<file path="src/rtl/etc_pkg.sv">
// Shared definitions for the ETC texel writer.
//   - FSM state encoding
//   - bit-field positions inside the 64-bit ETC1 block word
//   - ETC1 intensity modifier table lookup
//   - error colour written when a non-ETC1 block is detected
package etc_pkg;

  typedef enum logic [1:0] {
    ST_IDLE   = 2'd0,
    ST_DECODE = 2'd1,
    ST_WRITE  = 2'd2,
    ST_ACK    = 2'd3
  } state_e;

  localparam int DIFF_BIT = 33;
  localparam int FLIP_BIT = 32;
  localparam int TBL1_MSB = 39;
  localparam int TBL1_LSB = 37;
  localparam int TBL2_MSB = 36;
  localparam int TBL2_LSB = 34;

  localparam logic [23:0] MAGENTA = 24'hFF00FF;

  // Index bit0 selects the large/small magnitude, bit1 selects negation.
  function automatic logic signed [8:0] etc_modifier(input logic [2:0] tbl,
                                                     input logic [1:0] idx);
    logic [7:0] a;
    logic [7:0] b;
    logic [7:0] mag;
    case (tbl)
      3'd0:    begin a = 8'd2;  b = 8'd8;   end
      3'd1:    begin a = 8'd5;  b = 8'd17;  end
      3'd2:    begin a = 8'd9;  b = 8'd29;  end
      3'd3:    begin a = 8'd13; b = 8'd42;  end
      3'd4:    begin a = 8'd18; b = 8'd60;  end
      3'd5:    begin a = 8'd24; b = 8'd80;  end
      3'd6:    begin a = 8'd33; b = 8'd106; end
      default: begin a = 8'd47; b = 8'd183; end
    endcase
    mag = idx[0] ? b : a;
    return idx[1] ? -$signed({1'b0, mag}) : $signed({1'b0, mag});
  endfunction

endpackage

</file>
<file path="src/rtl/etc_texel_alu.sv">
// One colour channel: 8-bit base plus signed modifier, clamped to 0..255.
//   base_i  in  8 : expanded base colour channel
//   off_i   in  9 : signed modifier (-183..+183)
//   res_o   out 8 : clamped channel value
module etc_texel_alu (
  input  logic              [7:0] base_i,
  input  logic signed       [8:0] off_i,
  output logic              [7:0] res_o
);

  // 10 bits covers -183..438 without wrap.
  logic signed [9:0] sum;
  assign sum = $signed({2'b00, base_i}) + $signed({off_i[8], off_i});

  always_comb begin
    res_o = sum[7:0];
    if (sum[9])      res_o = 8'h00;
    else if (sum[8]) res_o = 8'hFF;
  end

endmodule

</file>
<file path="src/rtl/etc_texel_writer.sv">
// ETC1 texel decoder and frame-buffer writer.
// Accepts one texel request (block + index + block coords), decodes it in
// individual or differential mode, issues one frame-buffer write, then
// pulses write_finish. Sequence: IDLE -> DECODE -> WRITE -> ACK -> IDLE.
// The first IDLE cycle after ACK ignores valid so a request the fetcher has
// not yet retired cannot be accepted twice.
//
// Ports:
//   sclk, rsrt_n        clock, synchronous active-low reset
//   valid               request pending
//   block_in[63:0]      compressed block
//   blockX_in/blockY_in block coordinates (low BLK_W_LOG2 bits used)
//   pixIdx_in[4:0]      texel index, bit 4 set = ignore request
//   write_finish        one-cycle pulse after the write
//   fb_we               one-cycle write strobe
//   fb_addr             {blockY, y, blockX, x}
//   fb_data             {R,G,B}
//   mode_err            block is not ETC1 (only with detection enabled)
//
// Build option: define ETC2_MODE_DETECT_EN to flag differential-mode
// channel overflow (T/H/planar blocks) with mode_err and magenta data.
module etc_texel_writer
  import etc_pkg::*;
#(
  parameter int BLK_W_LOG2 = 5,
  parameter int ADDR_W     = 2 * (BLK_W_LOG2 + 2)
) (
  input  logic              sclk,
  input  logic              rsrt_n,
  input  logic              valid,
  input  logic [63:0]       block_in,
  input  logic [7:0]        blockX_in,
  input  logic [7:0]        blockY_in,
  input  logic [4:0]        pixIdx_in,
  output logic              write_finish,
  output logic              fb_we,
  output logic [ADDR_W-1:0] fb_addr,
  output logic [23:0]       fb_data,
  output logic              mode_err
);

  state_e                  state_q;
  logic                    rearm_q;  // high in the IDLE cycle right after ACK
  logic [63:0]             blk_q;
  logic [BLK_W_LOG2-1:0]   bx_q, by_q;
  logic [3:0]              pix_q;
  logic                    we_q, fin_q, merr_q;
  logic [ADDR_W-1:0]       addr_q;
  logic [23:0]             data_q;

  logic unused_bits;
  assign unused_bits = ^{blockX_in[7:BLK_W_LOG2], blockY_in[7:BLK_W_LOG2]};

  // ---- decode (combinational from latched request) ----
  logic [1:0]        px, py;
  logic              diff, sub2;
  logic [2:0]        tbl;
  logic [3:0]        k;
  logic [1:0]        idx;
  logic signed [8:0] off;
  logic [2:0][7:0]   base, rgb;
  logic [23:0]       data_d;
  logic              merr_d;
  logic [ADDR_W-1:0] addr_d;

  assign px   = pix_q[1:0];
  assign py   = pix_q[3:2];
  assign diff = blk_q[DIFF_BIT];
  assign sub2 = blk_q[FLIP_BIT] ? py[1] : px[1];
  assign tbl  = sub2 ? blk_q[TBL2_MSB:TBL2_LSB] : blk_q[TBL1_MSB:TBL1_LSB];
  assign k    = {px, py};  // x*4 + y
  assign idx  = {blk_q[{2'b01, k}], blk_q[{2'b00, k}]};
  assign off  = etc_modifier(tbl, idx);

`ifdef ETC2_MODE_DETECT_EN
  logic [2:0] ovf;
`endif

  for (genvar g = 0; g < 3; g++) begin : g_ch
    localparam int HI = 63 - 8 * g;
    logic [7:0] fld;
    logic [3:0] c4;
    logic [4:0] c1, c2, c5;
    logic [2:0] d;
    assign fld = blk_q[HI -: 8];
    assign c4  = sub2 ? fld[3:0] : fld[7:4];
    assign c1  = fld[7:3];
    assign d   = fld[2:0];
`ifdef ETC2_MODE_DETECT_EN
    logic signed [6:0] s;
    assign s      = $signed({2'b00, c1}) + $signed({{4{d[2]}}, d});
    assign c2     = s[4:0];
    assign ovf[g] = s[6] | s[5];
`else
    assign c2 = c1 + {{2{d[2]}}, d};  // wraps modulo 32
`endif
    assign c5      = sub2 ? c2 : c1;
    assign base[g] = diff ? {c5, c5[4:2]} : {c4, c4};
    etc_texel_alu u_alu (.base_i(base[g]), .off_i(off), .res_o(rgb[g]));
  end

`ifdef ETC2_MODE_DETECT_EN
  assign merr_d = diff & (|ovf);
  assign data_d = merr_d ? MAGENTA : {rgb[0], rgb[1], rgb[2]};
`else
  assign merr_d = 1'b0;
  assign data_d = {rgb[0], rgb[1], rgb[2]};
`endif

  assign addr_d = {by_q, py, bx_q, px};

  // ---- control FSM with registered outputs ----
  always_ff @(posedge sclk) begin
    if (!rsrt_n) begin
      state_q <= ST_IDLE;
      rearm_q <= 1'b0;
      blk_q   <= '0;
      bx_q    <= '0;
      by_q    <= '0;
      pix_q   <= '0;
      we_q    <= 1'b0;
      fin_q   <= 1'b0;
      merr_q  <= 1'b0;
      addr_q  <= '0;
      data_q  <= '0;
    end else begin
      case (state_q)
        ST_IDLE: begin
          rearm_q <= 1'b0;
          if (!rearm_q && valid && !pixIdx_in[4]) begin
            blk_q   <= block_in;
            bx_q    <= blockX_in[BLK_W_LOG2-1:0];
            by_q    <= blockY_in[BLK_W_LOG2-1:0];
            pix_q   <= pixIdx_in[3:0];
            state_q <= ST_DECODE;
          end
        end
        ST_DECODE: begin
          we_q    <= 1'b1;
          addr_q  <= addr_d;
          data_q  <= data_d;
          merr_q  <= merr_d;
          state_q <= ST_WRITE;
        end
        ST_WRITE: begin
          we_q    <= 1'b0;
          fin_q   <= 1'b1;
          state_q <= ST_ACK;
        end
        default: begin
          fin_q   <= 1'b0;
          rearm_q <= 1'b1;
          state_q <= ST_IDLE;
        end
      endcase
    end
  end

  assign fb_we        = we_q;
  assign write_finish = fin_q;
  assign fb_addr      = addr_q;
  assign fb_data      = data_q;
  assign mode_err     = merr_q;

endmodule

</file>
<file path="config.mk">
export PLATFORM = sky130hd
export DESIGN_NAME = etc_texel_writer
export DESIGN_NICKNAME = d
export VERILOG_FILES = /design/src/rtl/etc_pkg.sv /design/src/rtl/etc_texel_alu.sv /design/src/rtl/etc_texel_writer.sv
export SDC_FILE = /design/constraint.sdc
export NUM_CORES = 1
export LEC_CHECK = 0
export ABC_AREA = 1
export CORE_MARGIN = 8
export CORE_UTILIZATION = 55
export CTS_BUF_LIST = sky130_fd_sc_hd__clkbuf_8
export DETAILED_ROUTE_END_ITERATION = 10
export PLACE_DENSITY_LB_ADDON = 0.3
export SLEW_MARGIN = 20
export SYNTH_ARGS = -nofsm -noshare
export SYNTH_HDL_FRONTEND = slang
export SYNTH_SLANG_ARGS = --single-unit
</file>
<file path="constraint.sdc">
create_clock -name sclk -period 7.6 [get_ports sclk]
set_input_delay 1.52 -clock sclk [delete_from_list [all_inputs] [get_ports sclk]]
set_output_delay 1.52 -clock sclk [all_outputs]
set_load 0.005 [all_outputs]
</file>
==> flow_metrics.env, run 1 <==
export IMPL_layoutNonFillerInstCount=1331
export IMPL_seq_area_frac_synth_pct=33.4
export IMPL_antennaDiodeCount=0
export IMPL_fmax_ghz=0.213
export IMPL_max_cap_violations=0
export IMPL_min_path_type="reg -> reg"
export IMPL_post_cts_buffers=0
export IMPL_status="finished clean"
export IMPL_rsz0062_at_grt="false"
export IMPL_syn_inst=1044
export IMPL_clock_latency_ns=0.46
export IMPL_ant_nets=0
export IMPL_nFillCells=1150
export IMPL_leakage_nw=4.24
export IMPL_start_util_pct=55.5
export IMPL_cts_buffers=17
export IMPL_worst_path_buf_inv=5
export IMPL_slew_headroom_pct=40.9
export IMPL_nNetsFinal=1274
export IMPL_r2r_start="pix_q[2]"
export IMPL_yosys_area_top_type="dfxtp_1"
export IMPL_worstMarginPinSlew_ns=0.887
export IMPL_ctsLongestPathBuffers=2
export IMPL_mostFrequentLayoutCells="nor2_1, nand2_1, o21ai_0, dfxtp_1, clkdlybuf4s50_1"
export IMPL_period_share_pct=61.7
export IMPL_drc_errors=0
export IMPL_wl_per_cell_um=13.3
export IMPL_ir_drop_v=0.000225
export IMPL_min_period_ns=4.69
export IMPL_hp_start="fb_data[11]"
export IMPL_timing_final_max_slew_violations=0
export IMPL_rows=42
export IMPL_worst_ep_arrival_time_ns=4.99
export IMPL_htree_levels=4
export IMPL_netlist_area_um2=7260
export IMPL_layout_commonest_cell="nor2_1"
export IMPL_ys_seq_elements=121
export IMPL_synth_avg_cell_area_um2=6.96
export IMPL_grt_usage_pct=22.0
export IMPL_hpwl_um=12800
export IMPL_cts_resized=0
export IMPL_vias_per_cell=5.21
export IMPL_overflow=0
export IMPL_grt_pass1_wl_um=30200
export IMPL_yosysUniqueCellTypes=37
export IMPL_grt_pass1_vias=6810
export IMPL_p_total_mw=3.51
export IMPL_setup_viol=0
export IMPL_path_clk_slew_ns=0.08
export IMPL_drtPass1Iterations=5
export IMPL_drive_gt1_share_pct=10.9
export IMPL_cp_startpoint="pix_q[2]"
export IMPL_power_density_nw_per_um2=393
export IMPL_fp_dieW_um=131
export IMPL_post_synth_top_area_fraction_pct=33.4
export IMPL_grt_start_max_net_pins=98
export IMPL_areaGrowthSynthToFinish_pct=23.1
export IMPL_final_area_um2=8940
export IMPL_path_class="reg -> reg"
export IMPL_setup_tns_ns=0
export IMPL_clock_skew_ns=0.0162
export IMPL_worstPathRequired_ns=7.90
export IMPL_path_max_fanout=18
export IMPL_die_y_um=131
export IMPL_antenna_found_initial=0
export IMPL_cts_root_buffer="clkbuf_8"
export IMPL_gp_congestion=0.902
export IMPL_first_iter_violations=307
export IMPL_crit_family="simple AND/OR/NAND/NOR gates"
export IMPL_ioPinCount=129
export IMPL_finalWirelength_um=17700
export IMPL_die_area_um2=17100
export IMPL_cts_tree="yes"
export IMPL_synth_area_leaders="dfxtp_1, nor2_1, nand2_1"
export IMPL_place_inst=1299
export IMPL_finalHoldViolations=0
export IMPL_yosysWarnings=0
export IMPL_io_buffers=121
export IMPL_synthesis_nets=1176
export IMPL_critical_path_max_stage_delay_ns=0.74
export IMPL_critPathSlowestCell="dfxtp_1"
export IMPL_fin_hold_ws_ns=0.465
export IMPL_core_area_um2=13100
export IMPL_holdBufCountCts=0
export IMPL_clock_sinks=121
export IMPL_endpoint_kind="flop"
export IMPL_vias=6940
export IMPL_placed_cell_area_um2=8510
export IMPL_worstSetupStartpointType="flop"
[layer usage]
metal / wire (um) / vias up / track usage [%] / part of all wire (%)
met1: 7440 / 3140 / 24.2 / 42
met3: 1090 / 30 / 6.37 / 6.2
met2: 8840 / 169 / 39.5 / 50
met5: 0 / - / 0 / 0
met4: 339 / 0 / 7.90 / 1.9
li1: - / 3601 / - / -
[sequential cells by signal (all words and copies together) (netlist names)]
register / flops
blk_q: 64
bx_q: 5
by_q: 5
fb_addr: 14
fb_data: 24
fb_we: 1
pix_q: 4
rearm_q: 1
state_q: 2
write_finish: 1
[logic make-up (layout without fill, tap and decap cells)]
family                   count (synthesis)  after routing  share of synthesized area (%)
AO/OA/AOI/OAI                          227            227                           17.4
flip-flops                             121            121                           33.4
XOR/XNOR                                18             18                           2.17
AND/OR/NAND/NOR                        500            500                           31.3
other                                    1              1                         0.0516
buffers and inverters                  133            244                           7.56
adder cells (fa/ha/maj)                 44             44                           8.20
[tightest hold or removal path, stage by stage, from the launching register on]
cell	delay, ns
dfxtp_1	0.31
nand2_1	0.06
a21oi_1	0.06
[cell type report]
cell class                 instances  area, um2  share of cell area, %
timing repair buffer             125       1240                   13.8
tap                              176        220                   2.46
multi-input combinational        790       4300                   48.1
inverter                          87        332                   3.71
clock buffer                      19        262                   2.93
sequential                       121       2420                   27.1
clock inverter                    13        166                   1.86
[metrics by stage]
step | utilization, % | setup WS, ns
after detailed placement | 65.0 | 2.94
after global placement | 65.0 | 3.00
after global routing | 68.3 | 2.36
final | 68.3 | 2.91
after CTS | 68.3 | 2.91
after floorplan | - | 4.11
[Yosys cell counts (all sizes together)]
cell type / n
buf: 8
a21oi: 81
xnor2: 4
a31o: 3
dfxtp: 121
xor2: 14
a31oi: 4
fa: 6
nor2: 187
nand3: 81
inv: 87
conb: 1
o211a: 1
nor3: 1
a21o: 7
o21bai: 1
and2: 2
ha: 38
or2: 13
nand4: 4
nand2: 205
nand3b: 7
o21a: 6
a211oi: 1
clkbuf: 38
o21ai: 123
[worst paths after layout]
| kind | end | slack, ns | cells after the start |
|---|---|---|---|
| max | fb_data[0] | 2.91 | 25 |
| min | fb_data[11] | 0.46 | 2 |
| max reg2reg | fb_data[0] | 2.91 | 25 |
| min reg2reg | fb_data[11] | 0.46 | 2 |
[power breakdown]
group,leakage [nW],switching [mW],total [mW],internal (mW)
Sequential,0.990,0.114,0.922,0.809
Combinational,3.04,1.15,1.97,0.818
Clock,0.209,0.274,0.618,0.344
Total,4.24,1.54,3.51,1.97
Power figures use the tool's default switching activity.
==> run 2, diff against run 1 <==
- CORE_UTILIZATION: 55 -> 50
- clock period: 7.6 -> 4.3 ns (I/O delays scaled with it)
==> flow_metrics.env, run 2 (synthesis results as in run 1) <==
export IMPL_start_util_pct=50.5
export IMPL_top_register="blk_q"
export IMPL_hpwl_um=13000
export IMPL_largest_reg_flops=64
export IMPL_cts_tree="yes"
export IMPL_placed_cell_area_um2=8580
export IMPL_worstMarginPinSlew_ns=0.839
export IMPL_grt_usage_pct=19.6
export IMPL_cts_root_buffer="clkbuf_8"
export IMPL_final_area_um2=8970
export IMPL_grt_start_max_net_pins=89
export IMPL_period_share_pct=88.5
export IMPL_setup_tns_ns=0
export IMPL_wl_per_cell_um=13.1
export IMPL_first_iter_violations=414
export IMPL_max_cap_violations=0
export IMPL_vias=6853
export IMPL_mostFrequentLayoutCells="nor2_1, nand2_1, o21ai_0"
export IMPL_gp_congestion=0.883
export IMPL_worstPathRequired_ns=4.59
export IMPL_die_y_um=137
export IMPL_antennaDiodeCount=0
export IMPL_grt_pass1_vias=6593
export IMPL_rows=44
export IMPL_rsz0062_at_grt="false"
export IMPL_fp_dieW_um=137
export IMPL_clock_sinks=121
export IMPL_crit_path_frequent_cell="nand2_1"
export IMPL_status="finished clean"
export IMPL_ff2ff_path_depth=23
export IMPL_drive_gt1_share_pct=11.6
export IMPL_setup_viol=0
export IMPL_clock_skew_ns=0.0138
export IMPL_r2r_slack_ns=0.50
export IMPL_timing_final_max_slew_violations=0
export IMPL_r2r_start="pix_q[3]"
export IMPL_clock_latency_ns=0.45
export IMPL_drtPass1Iterations=5
export IMPL_hp_start="fb_data[17]"
export IMPL_fmax_ghz=0.263
export IMPL_ir_drop_v=0.000369
export IMPL_path_max_fanout=31
export IMPL_path_class="reg -> reg"
export IMPL_areaGrowthSynthToFinish_pct=23.6
export IMPL_htree_levels=4
export IMPL_critPathSlowestCell="dfxtp_2"
export IMPL_die_area_um2=18600
export IMPL_critical_path_max_stage_delay_ns=0.44
export IMPL_cp_startpoint="pix_q[3]"
export IMPL_finalWirelength_um=17700
export IMPL_worst_ep_arrival_time_ns=4.10
export IMPL_vias_per_cell=5.09
export IMPL_grt_pass1_wl_um=29700
export IMPL_ioPinCount=129
export IMPL_endpoint_kind="flop"
export IMPL_min_path_cells=2
export IMPL_path_clk_slew_ns=0.07
export IMPL_layout_commonest_cell="nor2_1"
export IMPL_antenna_found_initial=0
export IMPL_leakage_nw=4.26
export IMPL_cp_cell_sequence="nand2_2 > nand2_4 > nand2_1 > nand2_4 > nand3_1 > o21ai_0 > inv_1 > o21ai_0 > ha_1 > inv_1 > o21ai_1 > inv_1 > nand2_1 > o21ai_0 > ha_1 > nand2_1 > inv_1 > a21oi_2 > nand2_1 > nand2_2 > nand3_1 > nand2_1 > a21oi_2"
export IMPL_min_period_ns=3.80
export IMPL_power_density_nw_per_um2=687
export IMPL_core_area_um2=14400
export IMPL_io_buffers=121
export IMPL_worstSetupStartpointType="flop"
export IMPL_slew_headroom_pct=44.0
export IMPL_min_path_type="reg -> reg"
export IMPL_post_cts_buffers=0
export IMPL_overflow=0
export IMPL_drc_errors=0
export IMPL_nNetsFinal=1282
export IMPL_finalHoldViolations=0
export IMPL_cts_buffers=17
export IMPL_ant_nets=0
export IMPL_ctsLongestPathBuffers=2
[run 2: what timing repair did]
action,in CTS,in global routing
resized for setup,0,2
endpoints found under the setup margin,0,20
hold buffers,0,0
[run 2: path summary, 6_finish.rpt]
| kind | endpoint |
|---|---|
| setup / recovery | fb_data[4] |
| hold / removal | fb_data[17] |
| setup reg to reg | fb_data[4] |
| hold reg to reg | fb_data[17] |
[run 2: final cells by class]
cell class	instances	area (um2)
Clock buffer	18	248
Clock inverter	14	146
Fill cell	1339	5400
Inverter	87	332
Multi-Input combinational cell	790	4300
Sequential cell	121	2420
Tap cell	184	230
Timing Repair Buffer	133	1300
[run 2: worst max-delay path, delay by kind of cell, from the launching register on]
kind | cells | cell delay [ns]
AOI/OAI and AO/OA | 6 | 0.91
adders and majority gates | 2 | 0.65
buffers and inverters | 4 | 0.35
DFF | 1 | 0.44
and+or+nand+nor | 11 | 1.30
[run 2: through the flow]
step	hold WS (ns)	total power [mW]	setup slack (ns)	cells	utilization [%]
6_report	0.465	6.17	0.495	1347	62.5
5_1_grt	0.494	6.75	0.0367	1347	62.5
4_1_cts	0.466	6.22	0.359	1347	62.4
3_5_place_dp	0.456	5.17	0.414	1315	59.7
3_3_place_gp	0.454	5.10	0.497	1315	59.7
2_1_floorplan	0.444	4.14	0.806	1044	-
[run 2: metal layers]
metal  vias to the layer above  share of wire (%)  track usage, %
met3                        25                5.5            5.36
met1                      3080                 45            22.9
met5                         -                  0               0
met4                         0                1.8            7.38
li1                       3605                  -               -
met2                       143                 48            33.4
[run 2: power breakdown]
| part | switching, mW | internal (mW) | leakage [nW] | total, mW |
|---|---|---|---|---|
| Combinational | 2.05 | 1.48 | 3.08 | 3.53 |
| Clock | 0.486 | 0.530 | 0.195 | 1.02 |
| Sequential | 0.194 | 1.43 | 0.990 | 1.62 |
==> run 3, diff against run 2 <==
- SYNTH_HIERARCHICAL: unset -> 1
==> flow_metrics.env, run 3 <==
export IMPL_power_density_nw_per_um2=681
export IMPL_yosysWarnings=6
export IMPL_overflow=0
export IMPL_yosysUniqueCellTypes=38
export IMPL_clock_sinks=121
export IMPL_crit_family="simple AND/OR/NAND/NOR gates"
export IMPL_cts_buffers=17
export IMPL_min_period_ns=3.70
export IMPL_layout_commonest_cell="nand2_1"
export IMPL_timing_final_max_slew_violations=0
export IMPL_path_class="reg -> reg"
export IMPL_io_buffers=121
export IMPL_syn_inst=1102
export IMPL_grt_start_max_net_pins=76
export IMPL_grt_usage_pct=21.1
export IMPL_status="finished clean"
export IMPL_r2r_start="pix_q[3]"
export IMPL_top_register="blk_q"
export IMPL_largest_reg_flops=64
export IMPL_synth_common_cells="nand2_1, nor2_1, o21ai_0, dfxtp_1, inv_1"
export IMPL_ys_seq_elements=121
export IMPL_netlist_area_um2=7420
export IMPL_leakage_nw=4.33
export IMPL_die_area_um2=19000
export IMPL_gp_congestion=0.864
export IMPL_hpwl_um=13600
export IMPL_grt_pass1_wl_um=32600
export IMPL_finalWirelength_um=18800
export IMPL_cp_startpoint="pix_q[3]"
export IMPL_layoutNonFillerInstCount=1401
export IMPL_die_y_um=138
export IMPL_min_path_cells=2
export IMPL_mostFrequentLayoutCells="nand2_1, nor2_1, o21ai_0"
export IMPL_first_iter_violations=386
export IMPL_start_util_pct=51.1
export IMPL_core_area_um2=14500
export IMPL_antennaDiodeCount=0
export IMPL_worst_path_buf_inv=4
export IMPL_areaGrowthSynthToFinish_pct=22.8
export IMPL_vias=7264
export IMPL_pre_cts_slack_ns=0.639
export IMPL_rsz0062_at_grt="false"
export IMPL_cts_tree="yes"
export IMPL_cts_resized=0
export IMPL_holdBufCountCts=0
export IMPL_min_path_type="reg -> reg"
export IMPL_antenna_found_initial=0
export IMPL_fmax_ghz=0.270
export IMPL_wl_per_cell_um=13.4
export IMPL_post_cts_buffers=0
export IMPL_vias_per_cell=5.18
export IMPL_worstPathRequired_ns=4.64
export IMPL_clock_latency_ns=0.46
export IMPL_drc_errors=0
export IMPL_ctsLongestPathBuffers=2
export IMPL_async_flop_share_pct=0
export IMPL_setup_tns_ns=0
export IMPL_path_clk_slew_ns=0.08
export IMPL_ioPinCount=129
export IMPL_rows=44
export IMPL_ant_nets=0
export IMPL_synthesis_nets=1236
export IMPL_synth_avg_cell_area_um2=6.73
export IMPL_worstSetupStartpointType="flop"
export IMPL_synth_most_common_cell="nand2_1"
export IMPL_synth_area_leaders="dfxtp_1, o21ai_0, nand2_1"
export IMPL_path_depth=25
export IMPL_setup_viol=0
export IMPL_worstMarginPinSlew_ns=1.04
export IMPL_post_synth_top_area_fraction_pct=32.6
export IMPL_critPathSlowestCell="dfxtp_1"
export IMPL_hp_start="blk_q[36]"
export IMPL_timing_final_ws_setup_ns=0.597
export IMPL_finalHoldViolations=0
export IMPL_crit_path_frequent_cell="nand2_1"
export IMPL_worst_ep_arrival_time_ns=4.04
export IMPL_nNetsFinal=1338
export IMPL_cts_root_buffer="clkbuf_8"
export IMPL_nFillCells=1409
export IMPL_clock_skew_ns=0.0143
export IMPL_fp_dieW_um=138
export IMPL_critical_path_max_stage_delay_ns=0.50
export IMPL_htree_levels=4
export IMPL_grt_pass1_vias=7237
export IMPL_period_share_pct=86.1
export IMPL_yosys_area_top_type="dfxtp_1"
export IMPL_ys_flop_type="dfxtp_1"
export IMPL_seq_area_frac_synth_pct=32.6
export IMPL_max_cap_violations=0
export IMPL_endpoint_kind="flop"
export IMPL_synth_edf_count=0
export IMPL_slew_headroom_pct=30.2
export IMPL_drtPass1Iterations=5
export IMPL_ir_drop_v=0.000483
export IMPL_place_inst=1369
export IMPL_drive_gt1_share_pct=9.45
export IMPL_path_max_fanout=19
export IMPL_ff2ff_path_depth=25
## run 3: changes by cell type after synthesis, moves of 12 or more
cell	before	now
nand3_1	68	36
inv_1	82	94
a21oi_1	69	53
nor2_1	182	206
o21ai_0	122	164
or2_2	13	0
nand2_1	169	211
## run 3: final timing paths
kind / endpoint / slack, ns
setup / recovery: fb_data[1] / 0.60
hold / removal: blk_q[36] / 0.48
setup reg to reg: fb_data[1] / 0.60
hold reg to reg: blk_q[36] / 0.48
## run 3: kinds of logic after synthesis
group	after synthesis	share of synthesized area, %
buffers and inverters	150	8.33
flip-flops	121	32.6
AO/OA/AOI/OAI	238	17.0
AND/OR/NAND/NOR	528	31.5
other	1	0.0505
XOR/XNOR	18	2.12
adder cells (fa/ha/maj)	46	8.36
## run 3: layout make-up
| class | instances | area (um2) | area share [%] |
|---|---|---|---|
| multi-input combinational | 831 | 4390 | 48.1 |
| sequential | 121 | 2420 | 26.6 |
| timing repair buffer | 132 | 1310 | 14.4 |
| inverter | 101 | 389 | 4.27 |
| clock buffer | 17 | 234 | 2.57 |
| tap | 184 | 230 | 2.53 |
| clock inverter | 15 | 139 | 1.52 |
## run 3: power by group
group	switching (mW)	total [mW]	internal, mW
Combinational	2.17	3.63	1.46
Clock	0.526	0.995	0.468
Sequential	0.168	1.58	1.41
Total	2.87	6.20	3.34
## run 3: metrics by stage
| step | hold slack [ns] | total power, mW | instance area, um2 | util [%] |
|---|---|---|---|---|
| 3_5_place_dp | 0.465 | 5.22 | 8740 | 60.1 |
| 4_1_cts | 0.476 | 6.24 | 9110 | 62.7 |
| 3_3_place_gp | 0.457 | 5.15 | 8740 | 60.1 |
| 2_1_floorplan | 0.444 | 4.20 | 7420 | - |
| 6_report | 0.475 | 6.20 | 9110 | 62.7 |
| 5_1_grt | 0.508 | 6.86 | 9110 | 62.7 |
## run 3: tightest hold or removal path, delay by kind of cell (launching register included)
| kind | cells | cell delay (ns) |
|---|---|---|
| AOI/OAI and AO/OA | 1 | 0.06 |
| DFF | 1 | 0.31 |
| buffers and inverters | 1 | 0.07 |
## run 3: metal layers
layer | wire, um | track usage, % | share of wire (%) | vias up
met5 | 0 | 0 | 0 | -
met4 | 336 | 7.76 | 1.8 | 0
met3 | 1050 | 5.84 | 5.6 | 30
met2 | 9290 | 36.6 | 49 | 166
met1 | 8160 | 24.3 | 43 | 3321
li1 | - | - | - | 3747
